## src/rtl/axi128_pkg.sv

```systemverilog
// Shared widths, response codes and FSM state types for the 128-bit AXI decoder.
package axi128_pkg;

    localparam int unsigned ADDR_W = 40;
    localparam int unsigned DATA_W = 128;
    localparam int unsigned STRB_W = 16;
    localparam int unsigned ID_W   = 8;

    localparam logic [1:0] RESP_OKAY   = 2'b00;
    localparam logic [1:0] RESP_DECERR = 2'b11;

    typedef enum logic [0:0] {R_IDLE, R_BUSY} rd_state_e;
    typedef enum logic [1:0] {W_IDLE, W_DATA, W_RESP} wr_state_e;

    // The window is aligned to its power-of-two size, so masking the offset bits suffices.
    function automatic logic addr_hit(input logic [ADDR_W-1:0] addr,
                                      input logic [ADDR_W-1:0] base,
                                      input logic [ADDR_W-1:0] size);
        return (addr & ~(size - ADDR_W'(1))) == base;
    endfunction

endpackage

```

## src/rtl/axi_dec128_wr.sv

```systemverilog
// Write path of axi_dec128: AW/W/B routing and the write FSM.
// AXI_DEC128_DECERR_EN forces bresp_m to DECERR for responses from s1.
module axi_dec128_wr
    import axi128_pkg::*;
#(
    parameter logic [ADDR_W-1:0] MEM_BASE = 40'h0,
    parameter logic [ADDR_W-1:0] MEM_SIZE = 40'h10_0000_0000
) (
    input  logic              pll_core_cpuclk,
    input  logic              pad_cpu_rst,
    input  logic [ADDR_W-1:0] awaddr_m,
    input  logic [1:0]        awburst_m,
    input  logic [3:0]        awcache_m,
    input  logic [ID_W-1:0]   awid_m,
    input  logic [7:0]        awlen_m,
    input  logic [2:0]        awprot_m,
    input  logic [2:0]        awsize_m,
    input  logic              awvalid_m,
    output logic              awready_m,
    input  logic [DATA_W-1:0] wdata_m,
    input  logic [STRB_W-1:0] wstrb_m,
    input  logic [ID_W-1:0]   wid_m,
    input  logic              wlast_m,
    input  logic              wvalid_m,
    output logic              wready_m,
    output logic [ID_W-1:0]   bid_m,
    output logic [1:0]        bresp_m,
    output logic              bvalid_m,
    input  logic              bready_m,
    output logic [ADDR_W-1:0] awaddr_s0,
    output logic [1:0]        awburst_s0,
    output logic [3:0]        awcache_s0,
    output logic [ID_W-1:0]   awid_s0,
    output logic [7:0]        awlen_s0,
    output logic [2:0]        awprot_s0,
    output logic [2:0]        awsize_s0,
    output logic              awvalid_s0,
    input  logic              awready_s0,
    output logic [DATA_W-1:0] wdata_s0,
    output logic [STRB_W-1:0] wstrb_s0,
    output logic [ID_W-1:0]   wid_s0,
    output logic              wlast_s0,
    output logic              wvalid_s0,
    input  logic              wready_s0,
    input  logic [ID_W-1:0]   bid_s0,
    input  logic [1:0]        bresp_s0,
    input  logic              bvalid_s0,
    output logic              bready_s0,
    output logic [ADDR_W-1:0] awaddr_s1,
    output logic [1:0]        awburst_s1,
    output logic [3:0]        awcache_s1,
    output logic [ID_W-1:0]   awid_s1,
    output logic [7:0]        awlen_s1,
    output logic [2:0]        awprot_s1,
    output logic [2:0]        awsize_s1,
    output logic              awvalid_s1,
    input  logic              awready_s1,
    output logic [DATA_W-1:0] wdata_s1,
    output logic [STRB_W-1:0] wstrb_s1,
    output logic [ID_W-1:0]   wid_s1,
    output logic              wlast_s1,
    output logic              wvalid_s1,
    input  logic              wready_s1,
    input  logic [ID_W-1:0]   bid_s1,
    input  logic [1:0]        bresp_s1,
    input  logic              bvalid_s1,
    output logic              bready_s1
);

    wr_state_e wstate_q, wstate_d;
    logic      wsel_q, wsel_d;
    logic      aw_sel1, w_idle, w_data, w_resp;

    assign awaddr_s0  = awaddr_m;
    assign awburst_s0 = awburst_m;
    assign awcache_s0 = awcache_m;
    assign awid_s0    = awid_m;
    assign awlen_s0   = awlen_m;
    assign awprot_s0  = awprot_m;
    assign awsize_s0  = awsize_m;
    assign awaddr_s1  = awaddr_m;
    assign awburst_s1 = awburst_m;
    assign awcache_s1 = awcache_m;
    assign awid_s1    = awid_m;
    assign awlen_s1   = awlen_m;
    assign awprot_s1  = awprot_m;
    assign awsize_s1  = awsize_m;
    assign wdata_s0   = wdata_m;
    assign wstrb_s0   = wstrb_m;
    assign wid_s0     = wid_m;
    assign wlast_s0   = wlast_m;
    assign wdata_s1   = wdata_m;
    assign wstrb_s1   = wstrb_m;
    assign wid_s1     = wid_m;
    assign wlast_s1   = wlast_m;

    always_comb begin
        wstate_d = wstate_q;
        wsel_d   = wsel_q;
        aw_sel1  = ~addr_hit(awaddr_m, MEM_BASE, MEM_SIZE);
        // Reset masks every handshake output, whatever the state register holds.
        w_idle   = (wstate_q == W_IDLE) & ~pad_cpu_rst;
        w_data   = (wstate_q == W_DATA) & ~pad_cpu_rst;
        w_resp   = (wstate_q == W_RESP) & ~pad_cpu_rst;

        awvalid_s0 = awvalid_m & w_idle & ~aw_sel1;
        awvalid_s1 = awvalid_m & w_idle & aw_sel1;
        awready_m  = w_idle & (aw_sel1 ? awready_s1 : awready_s0);

        wvalid_s0 = wvalid_m & w_data & ~wsel_q;
        wvalid_s1 = wvalid_m & w_data & wsel_q;
        wready_m  = w_data & (wsel_q ? wready_s1 : wready_s0);

        bvalid_m  = w_resp & (wsel_q ? bvalid_s1 : bvalid_s0);
        bid_m     = wsel_q ? bid_s1 : bid_s0;
        bresp_m   = wsel_q ? bresp_s1 : bresp_s0;
`ifdef AXI_DEC128_DECERR_EN
        if (wsel_q) bresp_m = RESP_DECERR;
`endif
        bready_s0 = bready_m & w_resp & ~wsel_q;
        bready_s1 = bready_m & w_resp & wsel_q;

        case (wstate_q)
            W_IDLE: if (awvalid_m && awready_m) begin
                wstate_d = W_DATA;
                wsel_d   = aw_sel1;
            end
            W_DATA: if (wvalid_m && wready_m && wlast_m) wstate_d = W_RESP;
            W_RESP: if (bvalid_m && bready_m) wstate_d = W_IDLE;
            default: wstate_d = W_IDLE;
        endcase
    end

    always_ff @(posedge pll_core_cpuclk) begin
        if (pad_cpu_rst) begin
            wstate_q <= W_IDLE;
            wsel_q   <= 1'b0;
        end else begin
            wstate_q <= wstate_d;
            wsel_q   <= wsel_d;
        end
    end

endmodule

```

## src/rtl/axi_dec128.sv

```systemverilog
// Single-master, two-slave AXI decoder: memory window to s0, everything else to s1.
// AXI_DEC128_DECERR_EN overrides s1 responses with DECERR and zero read data.
module axi_dec128
    import axi128_pkg::*;
#(
    parameter logic [ADDR_W-1:0] MEM_BASE = 40'h0,
    parameter logic [ADDR_W-1:0] MEM_SIZE = 40'h10_0000_0000
) (
    input  logic              pll_core_cpuclk,
    input  logic              pad_cpu_rst,
    input  logic [ADDR_W-1:0] araddr_m,
    input  logic [1:0]        arburst_m,
    input  logic [3:0]        arcache_m,
    input  logic [ID_W-1:0]   arid_m,
    input  logic [7:0]        arlen_m,
    input  logic [2:0]        arprot_m,
    input  logic [2:0]        arsize_m,
    input  logic              arvalid_m,
    output logic              arready_m,
    input  logic [ADDR_W-1:0] awaddr_m,
    input  logic [1:0]        awburst_m,
    input  logic [3:0]        awcache_m,
    input  logic [ID_W-1:0]   awid_m,
    input  logic [7:0]        awlen_m,
    input  logic [2:0]        awprot_m,
    input  logic [2:0]        awsize_m,
    input  logic              awvalid_m,
    output logic              awready_m,
    input  logic [DATA_W-1:0] wdata_m,
    input  logic [STRB_W-1:0] wstrb_m,
    input  logic [ID_W-1:0]   wid_m,
    input  logic              wlast_m,
    input  logic              wvalid_m,
    output logic              wready_m,
    output logic [DATA_W-1:0] rdata_m,
    output logic [ID_W-1:0]   rid_m,
    output logic [1:0]        rresp_m,
    output logic              rlast_m,
    output logic              rvalid_m,
    input  logic              rready_m,
    output logic [ID_W-1:0]   bid_m,
    output logic [1:0]        bresp_m,
    output logic              bvalid_m,
    input  logic              bready_m,
    output logic [ADDR_W-1:0] araddr_s0,
    output logic [1:0]        arburst_s0,
    output logic [3:0]        arcache_s0,
    output logic [ID_W-1:0]   arid_s0,
    output logic [7:0]        arlen_s0,
    output logic [2:0]        arprot_s0,
    output logic [2:0]        arsize_s0,
    output logic              arvalid_s0,
    input  logic              arready_s0,
    output logic [ADDR_W-1:0] awaddr_s0,
    output logic [1:0]        awburst_s0,
    output logic [3:0]        awcache_s0,
    output logic [ID_W-1:0]   awid_s0,
    output logic [7:0]        awlen_s0,
    output logic [2:0]        awprot_s0,
    output logic [2:0]        awsize_s0,
    output logic              awvalid_s0,
    input  logic              awready_s0,
    output logic [DATA_W-1:0] wdata_s0,
    output logic [STRB_W-1:0] wstrb_s0,
    output logic [ID_W-1:0]   wid_s0,
    output logic              wlast_s0,
    output logic              wvalid_s0,
    input  logic              wready_s0,
    input  logic [DATA_W-1:0] rdata_s0,
    input  logic [ID_W-1:0]   rid_s0,
    input  logic [1:0]        rresp_s0,
    input  logic              rlast_s0,
    input  logic              rvalid_s0,
    output logic              rready_s0,
    input  logic [ID_W-1:0]   bid_s0,
    input  logic [1:0]        bresp_s0,
    input  logic              bvalid_s0,
    output logic              bready_s0,
    output logic [ADDR_W-1:0] araddr_s1,
    output logic [1:0]        arburst_s1,
    output logic [3:0]        arcache_s1,
    output logic [ID_W-1:0]   arid_s1,
    output logic [7:0]        arlen_s1,
    output logic [2:0]        arprot_s1,
    output logic [2:0]        arsize_s1,
    output logic              arvalid_s1,
    input  logic              arready_s1,
    output logic [ADDR_W-1:0] awaddr_s1,
    output logic [1:0]        awburst_s1,
    output logic [3:0]        awcache_s1,
    output logic [ID_W-1:0]   awid_s1,
    output logic [7:0]        awlen_s1,
    output logic [2:0]        awprot_s1,
    output logic [2:0]        awsize_s1,
    output logic              awvalid_s1,
    input  logic              awready_s1,
    output logic [DATA_W-1:0] wdata_s1,
    output logic [STRB_W-1:0] wstrb_s1,
    output logic [ID_W-1:0]   wid_s1,
    output logic              wlast_s1,
    output logic              wvalid_s1,
    input  logic              wready_s1,
    input  logic [DATA_W-1:0] rdata_s1,
    input  logic [ID_W-1:0]   rid_s1,
    input  logic [1:0]        rresp_s1,
    input  logic              rlast_s1,
    input  logic              rvalid_s1,
    output logic              rready_s1,
    input  logic [ID_W-1:0]   bid_s1,
    input  logic [1:0]        bresp_s1,
    input  logic              bvalid_s1,
    output logic              bready_s1
);

    rd_state_e rstate_q, rstate_d;
    logic      rsel_q, rsel_d;
    logic      ar_sel1, r_idle, r_busy;

    assign araddr_s0  = araddr_m;
    assign arburst_s0 = arburst_m;
    assign arcache_s0 = arcache_m;
    assign arid_s0    = arid_m;
    assign arlen_s0   = arlen_m;
    assign arprot_s0  = arprot_m;
    assign arsize_s0  = arsize_m;
    assign araddr_s1  = araddr_m;
    assign arburst_s1 = arburst_m;
    assign arcache_s1 = arcache_m;
    assign arid_s1    = arid_m;
    assign arlen_s1   = arlen_m;
    assign arprot_s1  = arprot_m;
    assign arsize_s1  = arsize_m;

    always_comb begin
        rstate_d = rstate_q;
        rsel_d   = rsel_q;
        ar_sel1  = ~addr_hit(araddr_m, MEM_BASE, MEM_SIZE);
        r_idle   = (rstate_q == R_IDLE) & ~pad_cpu_rst;
        r_busy   = (rstate_q == R_BUSY) & ~pad_cpu_rst;

        arvalid_s0 = arvalid_m & r_idle & ~ar_sel1;
        arvalid_s1 = arvalid_m & r_idle & ar_sel1;
        arready_m  = r_idle & (ar_sel1 ? arready_s1 : arready_s0);

        rvalid_m  = r_busy & (rsel_q ? rvalid_s1 : rvalid_s0);
        rdata_m   = rsel_q ? rdata_s1 : rdata_s0;
        rid_m     = rsel_q ? rid_s1 : rid_s0;
        rresp_m   = rsel_q ? rresp_s1 : rresp_s0;
        rlast_m   = rsel_q ? rlast_s1 : rlast_s0;
`ifdef AXI_DEC128_DECERR_EN
        if (rsel_q) begin
            rresp_m = RESP_DECERR;
            rdata_m = '0;
        end
`endif
        rready_s0 = rready_m & r_busy & ~rsel_q;
        rready_s1 = rready_m & r_busy & rsel_q;

        case (rstate_q)
            R_IDLE: if (arvalid_m && arready_m) begin
                rstate_d = R_BUSY;
                rsel_d   = ar_sel1;
            end
            R_BUSY: if (rvalid_m && rready_m && rlast_m) rstate_d = R_IDLE;
            default: rstate_d = R_IDLE;
        endcase
    end

    always_ff @(posedge pll_core_cpuclk) begin
        if (pad_cpu_rst) begin
            rstate_q <= R_IDLE;
            rsel_q   <= 1'b0;
        end else begin
            rstate_q <= rstate_d;
            rsel_q   <= rsel_d;
        end
    end

    axi_dec128_wr #(
        .MEM_BASE (MEM_BASE),
        .MEM_SIZE (MEM_SIZE)
    ) u_wr (.*);

endmodule
```

## config.mk

```make
export PLATFORM = sky130hd
export DESIGN_NAME = axi_dec128
export DESIGN_NICKNAME = d
export VERILOG_FILES = /design/src/rtl/axi128_pkg.sv /design/src/rtl/axi_dec128_wr.sv /design/src/rtl/axi_dec128.sv
export SDC_FILE = /design/constraint.sdc
export NUM_CORES = 1
export LEC_CHECK = 0
export CAP_MARGIN = 20
export CORE_AREA = 2 2 526 528
export CTS_CLUSTER_SIZE = 8
export DETAILED_ROUTE_END_ITERATION = 8
export DIE_AREA = 0 0 528 530
export PLACE_DENSITY = 0.32
export SLEW_MARGIN = 15
export SYNTH_ARGS = -nofsm -noshare
export SYNTH_HDL_FRONTEND = slang
export SYNTH_SLANG_ARGS = --single-unit
```

## constraint.sdc

```tcl
create_clock -name pll_core_cpuclk -period 1.7 [get_ports pll_core_cpuclk]
set_clock_uncertainty 0.05 [all_clocks]
set_input_delay 0.255 -clock pll_core_cpuclk [delete_from_list [all_inputs] [get_ports pll_core_cpuclk]]
set_output_delay 0.255 -clock pll_core_cpuclk [all_outputs]
set_load 0.01 [all_outputs]
```

# Yosys cells after proc, flatten, opt, wreduce, memory -nomap -nowiden

Index checks and enable logic that the tools add are counted.

Word-level logic and storage cells: 71
Bits of input ports: 604
Register bits after elaboration: 5
Output and inout bits: 742

Reduce and logical (&&, ||, !) cells: 13
Mux-type cells: 18
Bitwise logic cells: 31
Equality and inequality tests: 5

Operators by type and width:

| cell               | count |
|---|---|
| $mux 128           | 1 |
| $logic_not 40->1   | 2 |
| $and 1x1->1        | 25 |
| $mux 8             | 2 |
| $mux 2             | 5 |
| $mux 1             | 8 |
| $logic_and 1x1->1  | 7 |
| $ne 2x2->1 const B | 3 |
| $not 1->1          | 6 |
| $pmux 2 s3         | 1 |
| $reduce_and 2->1   | 2 |
| $reduce_and 3->1   | 1 |
| $eq 2x1->1 const B | 1 |
| $eq 2x2->1 const B | 1 |
| $logic_not 2->1    | 1 |
| $pmux 1 s2         | 1 |

# Logic depth before layout (Yosys ltp)

Gate-level depths: netlist of run 1.

Depth after elaboration: 7
Gate-level depth with buffers: 4
Mapped depth without buffers: 3

# By module

Synthesis of run 1 repeated with hierarchy kept, for this count alone.

Cell total of the unflattened synthesis: 799
Area, all modules: 6,552.5 um^2

Modules (own cells, without submodules):

| module        | instances | area each (um^2) | sequential area each (um^2) | cells each |
|---|---|---|---|---|
| axi_dec128_wr | 1         | 3,699.8          | 60.1                        | 489 |
| axi_dec128    | 1         | 2,852.7          | 40.0                        | 310 |

# Worst setup path before layout of run 1

OpenSTA, ideal clock, no wires.

Path kind: in2out
Start point: in araddr_m[37]
End point: out arready_m
Path buffers: 0
Stages: 3
Arrival time: 1.205 ns
Required time: 1.395 ns
Slack: 0.190 ns
Cell sequence: or4_4 -> mux2i_1 -> nor3_1

Cells in the longest elaborated chain, start to end: 3

Ends and longest elaborated chain:

| element            | line              | RTL |
|---|---|---|
| start: declaration | axi_dec128.sv:11  | `input logic [ADDR_W-1:0] araddr_m,` |
| $logic_not 40->1   | axi128_pkg.sv:19  | `return (addr & ~(size - ADDR_W'(1))) == base;` |
| $mux 1             | axi_dec128.sv:143 | `arready_m = r_idle & (ar_sel1 ? arready_s1 : arready_s0);` |
| $and 1x1->1        | axi_dec128.sv:143 |  |
| end: declaration   | axi_dec128.sv:19  | `output logic arready_m,` |

No other way between the ends.

# Worst setup path after layout of run 1

Start point: reg rsel_q
End point: out rid_m[3]

Cells in the longest elaborated chain, start to end: 1

Ends and longest elaborated chain:

| element                  | line              | RTL |
|---|---|---|
| start: declaration       | axi_dec128.sv:116 | `logic rsel_q, rsel_d;` |
| start signal: assignment | axi_dec128.sv:175 | `rsel_q <= rsel_d;` |
| $mux 8                   | axi_dec128.sv:147 | `rid_m = rsel_q ? rid_s1 : rid_s0;` |
| end: declaration         | axi_dec128.sv:36  | `output logic [ID_W-1:0] rid_m,` |

No other way between the ends.

==> flow_metrics.env, run 1 <==
export IMPL_viasPerCell=1.23
export IMPL_initial_core_util=0.0238
export IMPL_use_met3=0.0678
export IMPL_synth_xor_area_share=0
export IMPL_cp_end_kind="output pin"
export IMPL_grt_util_met2=0.127
export IMPL_numPortBuffers=505
export IMPL_ff2ff_setup_slack_ns=-0.20
export IMPL_p_leak_nw=4.33
export IMPL_grt_busiest_layer="met2"
export IMPL_cp_max_fo=14
export IMPL_crit_buf_inv=4
export IMPL_hold_depth=3
export IMPL_synthesis_nets=1401
export IMPL_syn2layout_area_growth_pct=118
export IMPL_die_w_um=528
export IMPL_finalSetupViolations=153
export IMPL_vias=5459
export IMPL_async_flop_share=0
export IMPL_cts_hold_buffers_added=0
export IMPL_final_core_util=0.0520
export IMPL_clk_pin_slew_ns=0.05
export IMPL_start_kind="register"
export IMPL_use_met1=0.0660
export IMPL_period_minus_slack_ns=2.14
export IMPL_postRouteAntennaNets=0
export IMPL_grt_use_total=0.0803
export IMPL_grt_start_max_net_pins=20
export IMPL_rows=193
export IMPL_layout_common_cells="clkdlybuf4s50_1 (328), mux2_4 (118), buf_6 (103)"
export IMPL_powerDensity_mw_per_mm2=303
export IMPL_layout_drive_gt1_share=0.554
export IMPL_ys_warn_count=0
export IMPL_peakVddDrop_mv=0.286
export IMPL_crit_type="register to output pin"
export IMPL_synth_top_family_by_area="buffers and inverters"
export IMPL_clk_latency_ns=0.28
export IMPL_failed_checks="setup timing"
export IMPL_synth_cell_type_count=28
export IMPL_dr_pass1_iters=4
export IMPL_ys_seq_area_frac=0.0153
export IMPL_cts_buffer_depth=2
export IMPL_muxShareOfSynthArea=0.264
export IMPL_die_y_um=530
export IMPL_crit_required_ns=1.39
export IMPL_cts_tree="yes"
export IMPL_max_slew_margin=0.723
export IMPL_gp_congestion=0.655
export IMPL_cts_sinks=5
export IMPL_arrival_ns=1.84
export IMPL_path_cells="buf_6, buf_16, buf_4, mux2_1, dlygate4sd2_1"
export IMPL_ys_flop_type="dfxtp_1"
export IMPL_fin_crit_sh=1.26
export IMPL_avgSynthCellArea_um2=8.22
export IMPL_die_area_mm2=0.280
export IMPL_synth_fa_ha_area_frac=0
export IMPL_crit_cells=5
export IMPL_synth_simple_area_share=0.0300
export IMPL_fmax_ghz=0.467
export IMPL_grt_overflow_total=0
export IMPL_synth_edff_count=0
export IMPL_slew_violations=0
export IMPL_synth_compound_area_frac=0.00994
export IMPL_hp_class="input pin to register"
export IMPL_finalWirelength_mm=118
export IMPL_critPathMaxStageDelay_ns=0.36
export IMPL_pin_count=1346
export IMPL_core_mm2=0.275
export IMPL_syn_instance_count=797
export IMPL_worstMarginPinSlew_ns=0.415
export IMPL_synth_seq_cells=5
export IMPL_grt_pass1_wl_mm=129
export IMPL_cap_viol_max_count=0
export IMPL_hold_viol_final=0
export IMPL_cts_made_buffers=3
export IMPL_antenna_found_initial=31
export IMPL_drt_first_iter_violations=176
export IMPL_drc=0
export IMPL_r2r_cells=8
export IMPL_wire_per_inst_um=26.7
export IMPL_p_total_w=0.00432
export IMPL_status="finished with violations"
export IMPL_grt_pass1_vias=5897
export IMPL_cts_max_level=1
export IMPL_nets=1414
export IMPL_final_common_cell="clkdlybuf4s50_1"
export IMPL_layout_setup_ws_ns=-0.443
export IMPL_rsz0062_at_grt="yes"
export IMPL_netlist_area_mm2=0.00655
export IMPL_crit_slowest_cell="dfxtp_4"
export IMPL_place_hpwl_mm=110
export IMPL_root_buffer="clkbuf_16"
export IMPL_cp_top_family="buffers and inverters"
[report_power, final]
part / internal, W / switching [W] / total (W)
combinational: 0.00202 / 0.00165 / 0.00367
clock: 0.000320 / 0.000204 / 0.000524
sequential: 0.000123 / 0.00000694 / 0.000130
[worst reg2reg max path, delay by kind of cell (launching register included)]
kind | cells | cell delay (ns)
AO/OA/AOI/OAI | 2 | 0.27
buffers and inverters | 5 | 0.82
flip-flops | 1 | 0.36
multiplexers | 1 | 0.34
[kinds of logic after synthesis]
kind of cell / count (synthesis)
buffers and inverters: 598
multiplexers: 154
AND/OR/NAND/NOR: 31
AO/OA/AOI/OAI: 9
flip-flops: 5
[registers in the layout, indices dropped and copies added (netlist names)]
signal / flops
u_wr.wstate_q: 2
rsel_q: 1
rstate_q: 1
u_wr.wsel_q: 1
[metrics by stage]
step                setup slack, ns  setup TNS, ns  area, µm²  std cells  hold slack [ns]
finish                       -0.443         -46.75      14300       4428            0.316
global route                 -0.463         -51.17      14300       4426            0.341
CTS                          -0.472         -51.94      13900       4406            0.319
detailed placement           -0.809         -25.74      12400       4360            0.460
global placement              -1.57         -26.16      12400       4359            0.460
floorplan                     0.190              0       6550        797            0.305
[routing by layer]
metal / part of all wire / vias up
li1: - / 2031
met1: 0.28 / 2174
met2: 0.45 / 883
met3: 0.20 / 369
met4: 0.073 / 2
met5: 0.0019 / -
[cells in the mapped netlist (3+ instances only)]
master / n / area, µm²
a31oi_1: 3 / 18.8
buf_2: 10 / 50.1
buf_4: 586 / 4400
dfxtp_1: 5 / 100
mux2_1: 79 / 890
mux2_2: 72 / 811
mux2i_1: 3 / 30.0
nor2_1: 7 / 26.3
nor2b_1: 4 / 25.0
nor3_1: 3 / 15.0
nor3b_1: 3 / 22.5
[final cells by class]
type,instances,area [µm²]
diodes,12,30.0
clock buffers,4,78.8
fillers,32400,261000
inverters,1,3.75
multi-input cells,194,2600
flip-flops and latches,5,113
well taps,3607,4510
repair buffers,605,6950
[path summary, 6_finish.rpt]
check,start,to
worst max-delay path,rsel_q,rid_m[3]
worst min-delay path,pad_cpu_rst,u_wr.wsel_q
worst max register to register,rsel_q,rstate_q
worst min register to register,u_wr.wstate_q[0],u_wr.wstate_q[0]
[timing repair]
| item | in CTS | in global routing |
|---|---|---|
| setup buffers | 36 | 13 |
| gates cloned | 6 | 2 |
| gates resized for setup | 463 | 92 |
| setup endpoints to repair | 171 | 164 |
| pin swaps | 10 | 11 |
(Power assumes the default switching activity.)
==> inputs of run 2 (changes only) <==
- CAP_MARGIN: 20 -> unset
==> results of run 2 <==
The final DEF is identical to that of run 1; final timing and power are the same.
